===== config.mk =====
export PLATFORM = sky130hd
export DESIGN_NAME = shift_seq
export DESIGN_NICKNAME = d
export VERILOG_FILES = /design/src/rtl/shift_seq.sv
export SDC_FILE = /design/constraint.sdc
export NUM_CORES = 1
export LEC_CHECK = 0
export ABC_AREA = 1
export BUFFER_PORTS_ARGS = -buffer_cell sky130_fd_sc_hd__buf_2
export CAP_MARGIN = 5
export CORE_MARGIN = 5
export CORE_UTILIZATION = 48
export DETAILED_ROUTE_END_ITERATION = 7
export GPL_TIMING_DRIVEN = 0
export PLACE_DENSITY = 0.78
export SLEW_MARGIN = 20
export SYNTH_ARGS = -nofsm -noshare
export SYNTH_HDL_FRONTEND = slang
export SYNTH_SLANG_ARGS = --single-unit

===== constraint.sdc =====
create_clock -name clk -period 1.69 [get_ports clk]
set_input_delay 0 -clock clk [delete_from_list [all_inputs] [get_ports clk]]
set_output_delay 0 -clock clk [all_outputs]
set_load 0.005 [all_outputs]

===== src/rtl/shift_seq.sv =====
// Multi-cycle shift sequencer: drives an external shift_reg one bit per clock to implement
// LSL/LSR/ASR/ROR by a variable amount, returning result and shifter carry-out.
module shift_seq #(
  parameter int unsigned width = 8,
  parameter int unsigned shw   = 4
) (
  input  logic             clk,
  input  logic             reset,
  input  logic             start,
  input  logic [width-1:0] op_data,
  input  logic [shw-1:0]   shamt,
  input  logic [1:0]       shtype,
  input  logic             carry_in,
  output logic             busy,
  output logic             done,
  output logic [width-1:0] result,
  output logic             carry_out,
  output logic             sr_reset,
  output logic             sr_ps,
  output logic             sr_rl,
  output logic             sr_serial_left,
  output logic             sr_serial_right,
  output logic [width-1:0] sr_data,
  input  logic [width-1:0] sr_out
);

  localparam logic [1:0] ShLsl = 2'b00;
  localparam logic [1:0] ShLsr = 2'b01;
  localparam logic [1:0] ShAsr = 2'b10;
  localparam logic [1:0] ShRor = 2'b11;

  typedef enum logic [1:0] {StIdle, StLoad, StShift} state_e;

  state_e           state_q, state_d;
  logic [width-1:0] op_q, op_d;
  logic [shw-1:0]   shamt_q, shamt_d;
  logic [1:0]       shtype_q, shtype_d;
  logic [shw-1:0]   cnt_q, cnt_d;
  logic             c_q, c_d;
  logic [width-1:0] result_q, result_d;
  logic             carry_q, carry_d;
  logic             done_q, done_d;

  always_comb begin
    state_d         = state_q;
    op_d            = op_q;
    shamt_d         = shamt_q;
    shtype_d        = shtype_q;
    cnt_d           = cnt_q;
    c_d             = c_q;
    result_d        = result_q;
    carry_d         = carry_q;
    done_d          = 1'b0;
    // Default is a parallel reload of the current value, which holds shift_reg still.
    sr_ps           = 1'b1;
    sr_rl           = 1'b0;
    sr_serial_left  = 1'b0;
    sr_serial_right = 1'b0;
    sr_data         = sr_out;

    unique case (state_q)
      StIdle: begin
        if (start) begin
          op_d     = op_data;
          shamt_d  = shamt;
          shtype_d = shtype;
          c_d      = carry_in;
          state_d  = StLoad;
        end
      end
      StLoad: begin
        sr_data = op_q;
        cnt_d   = shamt_q;
        state_d = StShift;
      end
      StShift: begin
        if (cnt_q != '0) begin
          sr_ps = 1'b0;
          sr_rl = (shtype_q != ShLsl);
          unique case (shtype_q)
            ShLsl: sr_serial_right = 1'b0;
            ShLsr: sr_serial_left  = 1'b0;
            ShAsr: sr_serial_left  = sr_out[width-1];
            ShRor: sr_serial_left  = sr_out[0];
            default: sr_serial_left = 1'b0;
          endcase
          c_d   = (shtype_q == ShLsl) ? sr_out[width-1] : sr_out[0];
          cnt_d = cnt_q - shw'(1);
        end else begin
          result_d = sr_out;
          carry_d  = c_q;
          done_d   = 1'b1;
          state_d  = StIdle;
        end
      end
      default: state_d = StIdle;
    endcase
  end

  always_ff @(posedge clk) begin
    if (reset) begin
      state_q  <= StIdle;
      op_q     <= '0;
      shamt_q  <= '0;
      shtype_q <= '0;
      cnt_q    <= '0;
      c_q      <= 1'b0;
      result_q <= '0;
      carry_q  <= 1'b0;
      done_q   <= 1'b0;
    end else begin
      state_q  <= state_d;
      op_q     <= op_d;
      shamt_q  <= shamt_d;
      shtype_q <= shtype_d;
      cnt_q    <= cnt_d;
      c_q      <= c_d;
      result_q <= result_d;
      carry_q  <= carry_d;
      done_q   <= done_d;
    end
  end

  assign sr_reset  = reset;
  assign busy      = (state_q != StIdle);
  assign done      = done_q;
  assign result    = result_q;
  assign carry_out = carry_q;

endmodule


# Word level (Yosys, flattened, before mapping)

Cells that the tools add are included.

Output and inout bits: 24
Bits in registers: 31

Bitwise logic cells: 2
Multiplexer cells: 17
Equality and inequality tests: 7
Reductions and logical operators: 13
$add $sub $neg: 1

Operator list:

| cell                | number |
|---|---|
| $mux 1              | 9 |
| $mux 8              | 1 |
| $pmux 4 s2          | 1 |
| $reduce_and 2->1    | 4 |
| $reduce_bool 2->1   | 4 |
| $eq 2x2->1 const B  | 3 |
| $ne 2x2->1 const B  | 3 |
| $pmux 2 s3          | 1 |
| $logic_not 2->1     | 2 |
| $mux 2              | 2 |
| $mux 4              | 1 |
| $pmux 1 s2          | 2 |
| $reduce_bool 4->1   | 1 |
| $sub 4x1->4 const B | 1 |
| $reduce_and 3->1    | 1 |
| $eq 2x1->1 const B  | 1 |
| $not 1->1           | 2 |
| $reduce_or 2->1     | 1 |

# Depth between registers and ports, before layout

Gate-level depths: netlist (run 1).

Word-level depth: 4
Depth in mapped cells: 9
Depth with buffers taken out: 9

# Worst setup path after synthesis (run 1)

OpenSTA, ideal clock, no wires.

Path kind: reg-to-reg
From: register cnt_q[0]
To: register cnt_q[0]
Arrival: 1,156 ps
Setup slack: 419 ps
Library setup time: 116 ps
Buffers on the path: 0
Stages on the path, launching flop included: 9
Required time: 1,574 ps
Clock period less this slack: 1,271 ps
Cell sequence: dfxtp_1 inv_1 ha_1 nand3_1 nand2_2 nand2_1 inv_2 nor2_1 nor2_1

Word-level cells in the longest chain between the ends: 3

RTL lines:

| element                                                 | line   | source |
|---|---|---|
| from (decl)                                             | 38     | `logic [shw-1:0] cnt_q, cnt_d;` |
| from (signal assigned)                                  | 116    | `cnt_q <= cnt_d;` |
| $sub 4x1->4 / $reduce_bool 4->1 (equally long branches) | 88, 77 |  |
| $mux 4 / $ne 2x2->1 (equally long branches)             | --     |  |
| $pmux 4 s2 / $reduce_and 2->1 (equally long branches)   | --     |  |

Several ways; a longest one is shown, not always the timed one. The select of a mux whose other input is x is not followed.
A chain may end at the register's enable or synchronous reset.

# Final worst setup path (run 1)

From: register state_q[0]
To: output sr_data[7]

Word-level cells in the longest chain between the ends: 2

RTL lines:

| element                | line | source |
|---|---|---|
| from (decl)            | 34   | `state_e state_q, state_d;` |
| from (signal assigned) | 102  | `state_q <= StIdle;` |
| from (signal assigned) | 112  | `state_q <= state_d;` |
| $eq 2x1->1             | 61   | `unique case (state_q)` |
| $mux 8                 | 61   |  |
| to (decl)              | 23   | `output logic [width-1:0] sr_data,` |

No other way between the ends.

==> metrics.yaml, run 1 <==
drt:
  vias: 1493
  ant_nets: 0
  first_pass_iters: 4
  via_per_inst: 4.879
  routedWlPerCell_um: 11.83
  drt_iter0_markers: 52
  drc: 0
  totalWireLength_mm: 3.620
timing:
  clock_skew_ps: 7.809
  fin_setup_tns_ps: 0
  period_share_pct: 90.48
  rsz0062_at_grt: "no"
  fmax_mhz: 654.0
  finalHoldViolCount: 0
  slew_violations: 0
  fin_crit_ps: 1529
  setup_viol: 0
worst_setup_path:
  crit_slowest_cell: "dfxtp_1"
  worstPathRequired_ps: 1690
  critPathArrivalTime_ps: 1530
  cpLargestDelayFamily: "buffers and inverters"
  cp_max_fo: 10
  crit_buf_inv: 3
  crit_type: "flip-flop to output pin"
  cpPeakStageDelay_ps: 390
  crit_chain: "inv_2, nor2_1, buf_2, nand2_1, o21ai_0, buf_2"
  rrSetupSlack_ps: 290
  endpoint_kind: "output pin"
  start_kind: "flip-flop"
  crit_top_cell: "buf_2"
global_route:
  grt_pass1_vias: 1401
  grt_max_degree: 11
  grt_use_total_pct: 19.35
  antenna_found_initial: 0
  grt_overflow: 0
  grt_pass1_wl_mm: 6.127
cts:
  htreeDepth: 2
  root_buffer: "clkbuf_4"
  cts_setup_buffers: 0
  clk_pin_slew_ps: 90
  cts_tree: "yes"
  clockBufferDepth: 2
  clock-sinks: 31
  cts-buffers-inserted: 5
  clock_latency_ps: 330
power_and_ir_drop:
  ir_drop_mv: 0.7176
  pwr-share-clk_pct: 26.3
  p_sw_share_pct: 29.40
  leakagePower_nw: 0.9736
  power_frac_seq_pct: 52.4
  power.switching_mw: 0.4591
  combPwrFrac_pct: 21.4
  internal_power_mw: 1.103
  power_density_nw_per_um2: 812.6
yosys:
  syn-instance-count: 196
  ys.warnings.count: 0
  yosys.area.top_type: "dfxtp_1"
  synth.yosys.seq_area_share_pct: 45.88
  yosysTopAreaCellShare_pct: 45.88
  ys_top_cells_by_area: "dfxtp_1, nor2_1, nand2_1, o21ai_0, o21ai_1"
  syn_nets: 223
  ys_ff_latch: 31
  synth_area_per_cell_um2: 6.901
  netlist_area_um2: 1353
  ys_types: 21
place:
  dp.final_hpwl_mm: 2.437
  io_buffers: 48
  placed_area_um2: 1632
  place.gp.congestion: 0.8351
floorplanning:
  start_util_pct: 49.47
  die-area_um2: 3980
  dieHeight_um: 63.09
  fp.dieW_um: 63.09
  rows: 19
  core_area_um2: 2734
  pin_count: 50
status:
  outcome: "complete, no violations"
cells_and_area:
  insertedDiodeCount: 0
  areaGrowthSynthToFinish_pct: 42.09
  drive_gt1_share_pct: 26.18
  postLayoutCellArea_um2: 1922
  nets: 301
flow_run:
  cap_violations: 0
min_path:
  hold_class: "input pin to flip-flop"
power groups by stage:
stage	Clock (mW)	Combinational, mW	Sequential [mW]
floorplan	0	0.181	0.830
global placement	0	0.280	0.834
detailed placement	0	0.285	0.835
CTS	0.415	0.327	0.818
global route	0.446	0.376	0.826
finish	0.410	0.334	0.818
worst min-delay path: stages:
cell	delay (ps)
buf_2	80
nand2_1	40
nand2_1	70
nor2_1	40
nor2_1	80
final timing paths:
check,from,end,depth (start not counted)
setup / recovery,state_q[0]$_SDFFE_PP0P_,sr_data[7],6
hold / removal,carry_in,c_q$_SDFFE_PP0P_,5
setup reg to reg,cnt_q[0]$_SDFFE_PP0P_,cnt_q[2]$_SDFFE_PP0P_,9
hold reg to reg,shamt_q[2]$_SDFFE_PP0P_,shamt_q[2]$_SDFFE_PP0P_,2
registers in the layout (all words and copies together), names as in the netlist:
signal     count
result         8
carry_out      1
shamt_q        4
shtype_q       2
cnt_q          4
c_q            1
op_q           8
state_q        2
done           1
Yosys cell counts:
cell,count
inv_1,11
nor2_4,2
nand3_2,1
nand4_1,1
nand2_2,1
o21ai_0,22
buf_2,2
a21oi_1,5
nor2_1,50
buf_4,2
ha_1,1
inv_2,6
o21ai_1,11
nand2_1,36
buf_6,1
nand3_1,7
nor3_1,1
nor2_2,1
clkbuf_1,3
dfxtp_1,31
conb_1,1
cells in the final DEF (no fill, tap or decap):
master          n
nor2_4          2
buf_2          50
nand2_1        36
conb_1          1
nor2_1         50
ha_1            1
o21ai_1        11
dlygate4sd3_1  23
inv_1          11
buf_4           2
nor2_2          1
clkbuf_1        5
clkbuf_4        5
buf_6           1
nor3_2          1
dfxtp_1        31
nand3_2         2
nand4_1         1
nand3_1         6
a21oi_1         5
clkinv_2        1
nand2_2         1
inv_2           6
o21ai_0        22
cell type report:
| class | count | area, um^2 |
|---|---|---|
| repair buffers | 71 | 470.5 |
| clock inverters | 1 | 5.005 |
| flip-flops and latches | 31 | 620.6 |
| clock buffers | 7 | 45.04 |
| plain buffers | 8 | 47.55 |
| inverters | 17 | 63.81 |
| well taps | 31 | 38.79 |
| fillers | 224 | 812.0 |
| multi-input cells | 140 | 630.6 |
logic make-up (layout without fill, tap and decap cells):
| kind of cell | Yosys count | after routing | share of synthesized area (%) |
|---|---|---|---|
| simple gates | 100 | 100 | 30.62 |
| compound gates | 38 | 38 | 14.06 |
| flops | 31 | 31 | 45.88 |
| buf+inv | 25 | 104 | 8.233 |
| fa+ha+maj | 1 | 1 | 0.9249 |
| other cells | 1 | 1 | 0.2773 |
repair_timing:
| action | 4_1_cts | 5_1_grt |
|---|---|---|
| hold endpoints to repair | 26 | 0 |
| resized for setup | 0 | 2 |
| setup endpoints to repair | 0 | 2 |
| hold buffers | 23 | 0 |
per-stage QoR:
step                worst slack, ps  instances  util, %  power (mW)  hold slack, ps
finish                        160.9        306    70.30       1.562           22.02
global route                  47.03        306    70.30       1.648           71.00
CTS                           66.36        306    69.93       1.559           6.620
detailed placement            246.9        275    59.68       1.120           247.4
global placement              271.8        275    59.68       1.114           240.0
floorplan                     418.7        196        -       1.011           69.07
layer usage:
layer	track usage (%)	routed length (um)
met2	33.33	1792
met1	22.19	1580
met4	11.14	71
met5	0	0
met3	3.375	175
Power figures use the tool's default switching activity.
==> inputs of run 2 (changes only) <==
--- a/config.mk
+++ b/config.mk
@@ -8,3 +8,3 @@
 export ABC_AREA = 1
-export BUFFER_PORTS_ARGS = -buffer_cell sky130_fd_sc_hd__buf_2
+export BUFFER_PORTS_ARGS = -buffer_cell sky130_fd_sc_hd__clkbuf_2
 export CAP_MARGIN = 5
@@ -15,2 +15,3 @@
 export PLACE_DENSITY = 0.78
+export SETUP_SLACK_MARGIN = 0.5
 export SLEW_MARGIN = 20
==> constraint.sdc (replaced) <==
create_clock -name clk -period 1.69 [get_ports clk]
set_input_delay 0.2535 -clock clk [delete_from_list [all_inputs] [get_ports clk]]
set_output_delay 0.2535 -clock clk [all_outputs]
set_load 0.005 [all_outputs]
==> metrics.yaml, run 2 (synthesis results as in run 1) <==
timing:
  fmax_mhz: 640.7
  rsz0062_at_grt: "yes"
  slew_violations: 0
  fin_setup_tns_ps: 0
  finalHoldViolCount: 0
  setup_viol: 0
  fin_crit_ps: 1561
  period_share_pct: 92.35
  clock_skew_ps: 9.285
cells_and_area:
  areaGrowthSynthToFinish_pct: 52.64
  seq_area_um2: 625.6
  final_common_cell: "clkbuf_2"
  nFillCells: 201
  final_cell_mix: "clkbuf_2, nor2_1, nand2_1, dfxtp_1, o21ai_1"
  multi_input_area_um2: 780.7
  postLayoutCellArea_um2: 2064
  drive_gt1_share_pct: 46.27
  insertedDiodeCount: 0
  nets: 295
worst_setup_path:
  worstReg2RegStart: "state_q[1]$_SDFFE_PP0P_"
  rrSetupSlack_ps: 290
  reg2reg_to: "result[0]$_SDFFE_PP0P_"
  worstPathRequired_ps: 1440
  crit_type: "flip-flop to output pin"
  reg2reg_depth: 8
  endpoint_kind: "output pin"
  start_kind: "flip-flop"
  critPathArrivalTime_ps: 1310
  cp_max_fo: 5
global_route:
  grt_pass1_vias: 1362
  grt_use_total_pct: 18.49
  grt_overflow: 0
  grt_max_degree: 11
  antenna_found_initial: 0
  grt_pass1_wl_mm: 5.809
drt:
  routedWlPerCell_um: 14.52
  via_per_inst: 5.120
  totalWireLength_mm: 4.342
  drc: 0
  drt_iter0_markers: 85
  first_pass_iters: 4
  ant_nets: 0
  vias: 1531
min_path:
  hold_start: "op_data[1]"
  min_to: "op_q[1]$_SDFFE_PP0P_"
  min_path_cells: 3
  hold_class: "input pin to flip-flop"
cts:
  cts_tree: "yes"
  clk_pin_slew_ps: 100
  clockBufferDepth: 2
  root_buffer: "clkbuf_4"
  clock_latency_ps: 340
  cts-buffers-inserted: 5
  htreeDepth: 2
  clock-sinks: 31
  cts_hold_buf: 0
place:
  io_buffers: 48
  dp.final_hpwl_mm: 2.470
  place.gp.congestion: 0.8200
  placed_area_um2: 1657
power_and_ir_drop:
  leakagePower_nw: 1.024
  ir_drop_mv: 0.6068
  power_density_nw_per_um2: 896.6
floorplanning:
  die-area_um2: 3980
  fp.dieW_um: 63.09
  rows: 19
  dieHeight_um: 63.09
  core_area_um2: 2734
  start_util_pct: 49.47
  pin_count: 50
status:
  outcome: "complete, no violations"
flow_run:
  cap_violations: 0
==> run 2: changes by cell type in the layout (fill, tap and decap cells not counted), moves of 11 or more <==
cell           change
dlygate4sd3_1     -23
buf_2             -43
clkbuf_2          +41
buf_4             +11
o21ai_0           -14
nor2_1            -11
o21ai_1           +11
==> run 2: cell type report <==
class,instances,area share [%]
Clock buffer,6,2.000
Inverter,17,3.212
Sequential cell,31,30.30
Clock inverter,1,1.455
Multi-Input combinational cell,141,37.82
Tap cell,31,1.879
Timing Repair Buffer,64,19.70
Buffer,8,3.636
==> run 2: worst max-delay path, cell delays in order, from the launching register on <==
cell     delay, ps
dfxtp_2        340
inv_2           50
nor2_4         150
buf_6          160
nand2_2         60
o21ai_1         80
buf_2          140
==> run 2: through the flow <==
step	total power, mW	std cells	util (%)	worst slack (ps)	hold WS (ps)
after global routing	1.931	299	75.51	71.80	157.6
after detailed placement	1.134	275	60.60	287.0	451.5
final	1.851	299	75.51	129.2	144.2
after CTS	1.732	293	67.92	170.9	149.6
after floorplan	1.022	196	-	514.7	322.6
after global placement	1.128	275	60.60	294.2	445.7
==> run 2: repair_timing <==
action                                  in CTS  in global routing
cloned                                       1                  3
setup buffers                               10                  3
endpoints found under the setup margin      35                 43
pin swaps                                    4                 11
resized for setup                           20                 57
==> run 2: how the worst max path moves through the flow <==
stage                             from                     to  slack (ps)  cells past startpoint
6_report       state_q[0]$_SDFFE_PP0P_             sr_data[0]         130                      6
4_1_cts        state_q[0]$_SDFFE_PP0P_             sr_data[7]         170                      6
3_5_place_dp   state_q[0]$_SDFFE_PP0P_             sr_data[7]         290                      6
5_1_grt        state_q[0]$_SDFFE_PP0P_             sr_data[0]          70                      6
3_3_place_gp   state_q[0]$_SDFFE_PP0P_             sr_data[7]         290                      6
2_1_floorplan    cnt_q[0]$_SDFFE_PP0P_  cnt_q[0]$_SDFFE_PP0P_         510                      7
==> run 2: metal layers <==
metal  routed length (um)  track usage (%)  up-vias
met5                    0                0        -
met4                  107            8.488        0
met3                  309            6.039       10
met2                 2199            29.87       67
met1                 1726            22.05      690
li1                     -                -      764
==> run 2: power breakdown <==
part           switching (mW)  leakage [nW]  internal, mW
Combinational           0.241         0.730         0.217
Sequential             0.0443         0.256         0.789
Clock                   0.256        0.0383         0.305
==> inputs of run 3 (changes only) <==
CORE_UTILIZATION = 50   (was 48)
CTS_BUF_LIST = sky130_fd_sc_hd__clkbuf_8   (was default)
PLACE_DENSITY = 0.88   (was 0.78)
==> metrics.yaml, run 3 (synthesis results as in run 1) <==
timing:
  post-route-worst-setup-slack_ps: 197.4
  fin_setup_tns_ps: 0
  period_share_pct: 88.32
  fmax_mhz: 670.0
  slew_violations: 0
  finalHoldViolCount: 0
  clock_skew_ps: 13.66
  setup_viol: 0
  rsz0062_at_grt: "yes"
  fin_crit_ps: 1493
drt:
  totalWireLength_mm: 4.618
  vias: 1599
  drt_iter0_markers: 116
  via_per_inst: 5.366
  drc: 0
  first_pass_iters: 5
  routedWlPerCell_um: 15.50
  ant_nets: 0
worst_setup_path:
  rrSetupSlack_ps: 200
  worstReg2RegStart: "state_q[0]$_SDFFE_PP0P_"
  endpoint_kind: "flip-flop"
  start_kind: "flip-flop"
  cp_max_fo: 8
  reg2reg_depth: 9
  reg2reg_to: "carry_out$_SDFFE_PP0P_"
  crit_type: "flip-flop to flip-flop"
  critPathArrivalTime_ps: 1670
  worstPathRequired_ps: 1860
cells_and_area:
  drive_gt1_share_pct: 45.90
  final_cell_mix: "nor2_1, clkbuf_2, nand2_1"
  areaGrowthSynthToFinish_pct: 52.54
  finalCoreUtilization_pct: 81.80
  fin_cells: 298
  final_common_cell: "nor2_1"
  insertedDiodeCount: 0
  nets: 295
min_path:
  min_to: "result[4]$_SDFFE_PP0P_"
  hold_class: "input pin to flip-flop"
  hold_start: "sr_out[4]"
  min_path_cells: 3
global_route:
  grt_pass1_wl_mm: 6.637
  antenna_found_initial: 0
  grt_overflow: 0
  grt_pass1_vias: 1444
  grt_max_degree: 11
  grt_use_total_pct: 23.71
floorplanning:
  start_util_pct: 53.62
  pin_count: 50
  core_area_um2: 2522
  fp.dieW_um: 62.01
  die-area_um2: 3845
  rows: 18
  dieHeight_um: 62.01
flow_run:
  cap_violations: 0
power_and_ir_drop:
  ir_drop_mv: 0.8991
  leakagePower_nw: 1.024
  power_density_nw_per_um2: 905.2
cts:
  cts-buffers-inserted: 5
  clock_latency_ps: 290
  root_buffer: "clkbuf_8"
  clock-sinks: 31
  htreeDepth: 2
  clockBufferDepth: 2
  cts_tree: "yes"
  clk_pin_slew_ps: 70
place:
  dp.cells: 274
  dp_slack_ps: 278.6
  io_buffers: 48
  place.gp.congestion: 0.8408
  dp.final_hpwl_mm: 2.569
status:
  outcome: "complete, no violations"
run 3: cell count changes in the layout (fill, tap and decap cells not counted), sizes merged:
| cell | previous run | this run |
|---|---|---|
| clkbuf | 51 | 49 |
| buf | 27 | 29 |
| bufinv | 1 | 0 |
| clkinv | 0 | 1 |
run 3: area by class of cell:
class,count,area (um^2)
fillers,152,459.2
plain buffers,8,73.82
flip-flops and latches,31,629.4
well taps,30,37.54
clock buffers,6,82.58
multi-input cells,141,774.5
inverters,17,73.82
repair buffers,64,386.6
clock inverters,1,5.005
run 3: per-stage QoR:
stage	hold WS [ps]	power [mW]	cell area, um^2
floorplan	322.6	1.022	1378
global placement	450.9	1.125	1655
detailed placement	455.1	1.135	1655
CTS	209.6	1.785	1946
global route	235.8	1.929	2063
finish	208.5	1.868	2063
run 3: worst max-delay path: stages (launching register included):
cell	delay (ps)
dfxtp_2	330
buf_4	130
nor2_4	140
buf_6	110
buf_6	100
inv_6	40
nor2_4	170
inv_2	110
nor2_1	150
nor2_1	70
run 3: per-layer routing:
layer | GRT usage, % | share of wire [%] | vias to the layer above
li1 | - | - | 763
met1 | 29.26 | 40 | 719
met2 | 38.61 | 49 | 97
met3 | 4.545 | 7.7 | 20
met4 | 13.03 | 3.4 | 0
met5 | 0 | 0 | -
run 3: repair_timing:
action                     CTS  global route
pin swaps                    8            17
setup endpoints to repair   34            38
gates cloned                 2             1
hold buffers                 0             0
hold endpoints to repair     0             0
gates resized for setup     33            41
setup buffers               13             1
run 3: report_power, final:
part | internal [mW] | switching, mW
logic | 0.198 | 0.244
registers | 0.789 | 0.0380
clock network | 0.319 | 0.280
run 3: worst max-delay path by stage:
stage                             from                     end  slack (ps)
2_1_floorplan    cnt_q[0]$_SDFFE_PP0P_   cnt_q[0]$_SDFFE_PP0P_         510
3_3_place_gp   state_q[0]$_SDFFE_PP0P_              sr_data[7]         310
3_5_place_dp   state_q[0]$_SDFFE_PP0P_              sr_data[7]         280
4_1_cts        state_q[0]$_SDFFE_PP0P_              sr_data[7]         230
5_1_grt        state_q[0]$_SDFFE_PP0P_              sr_data[2]         160
6_report       state_q[0]$_SDFFE_PP0P_  carry_out$_SDFFE_PP0P_         200
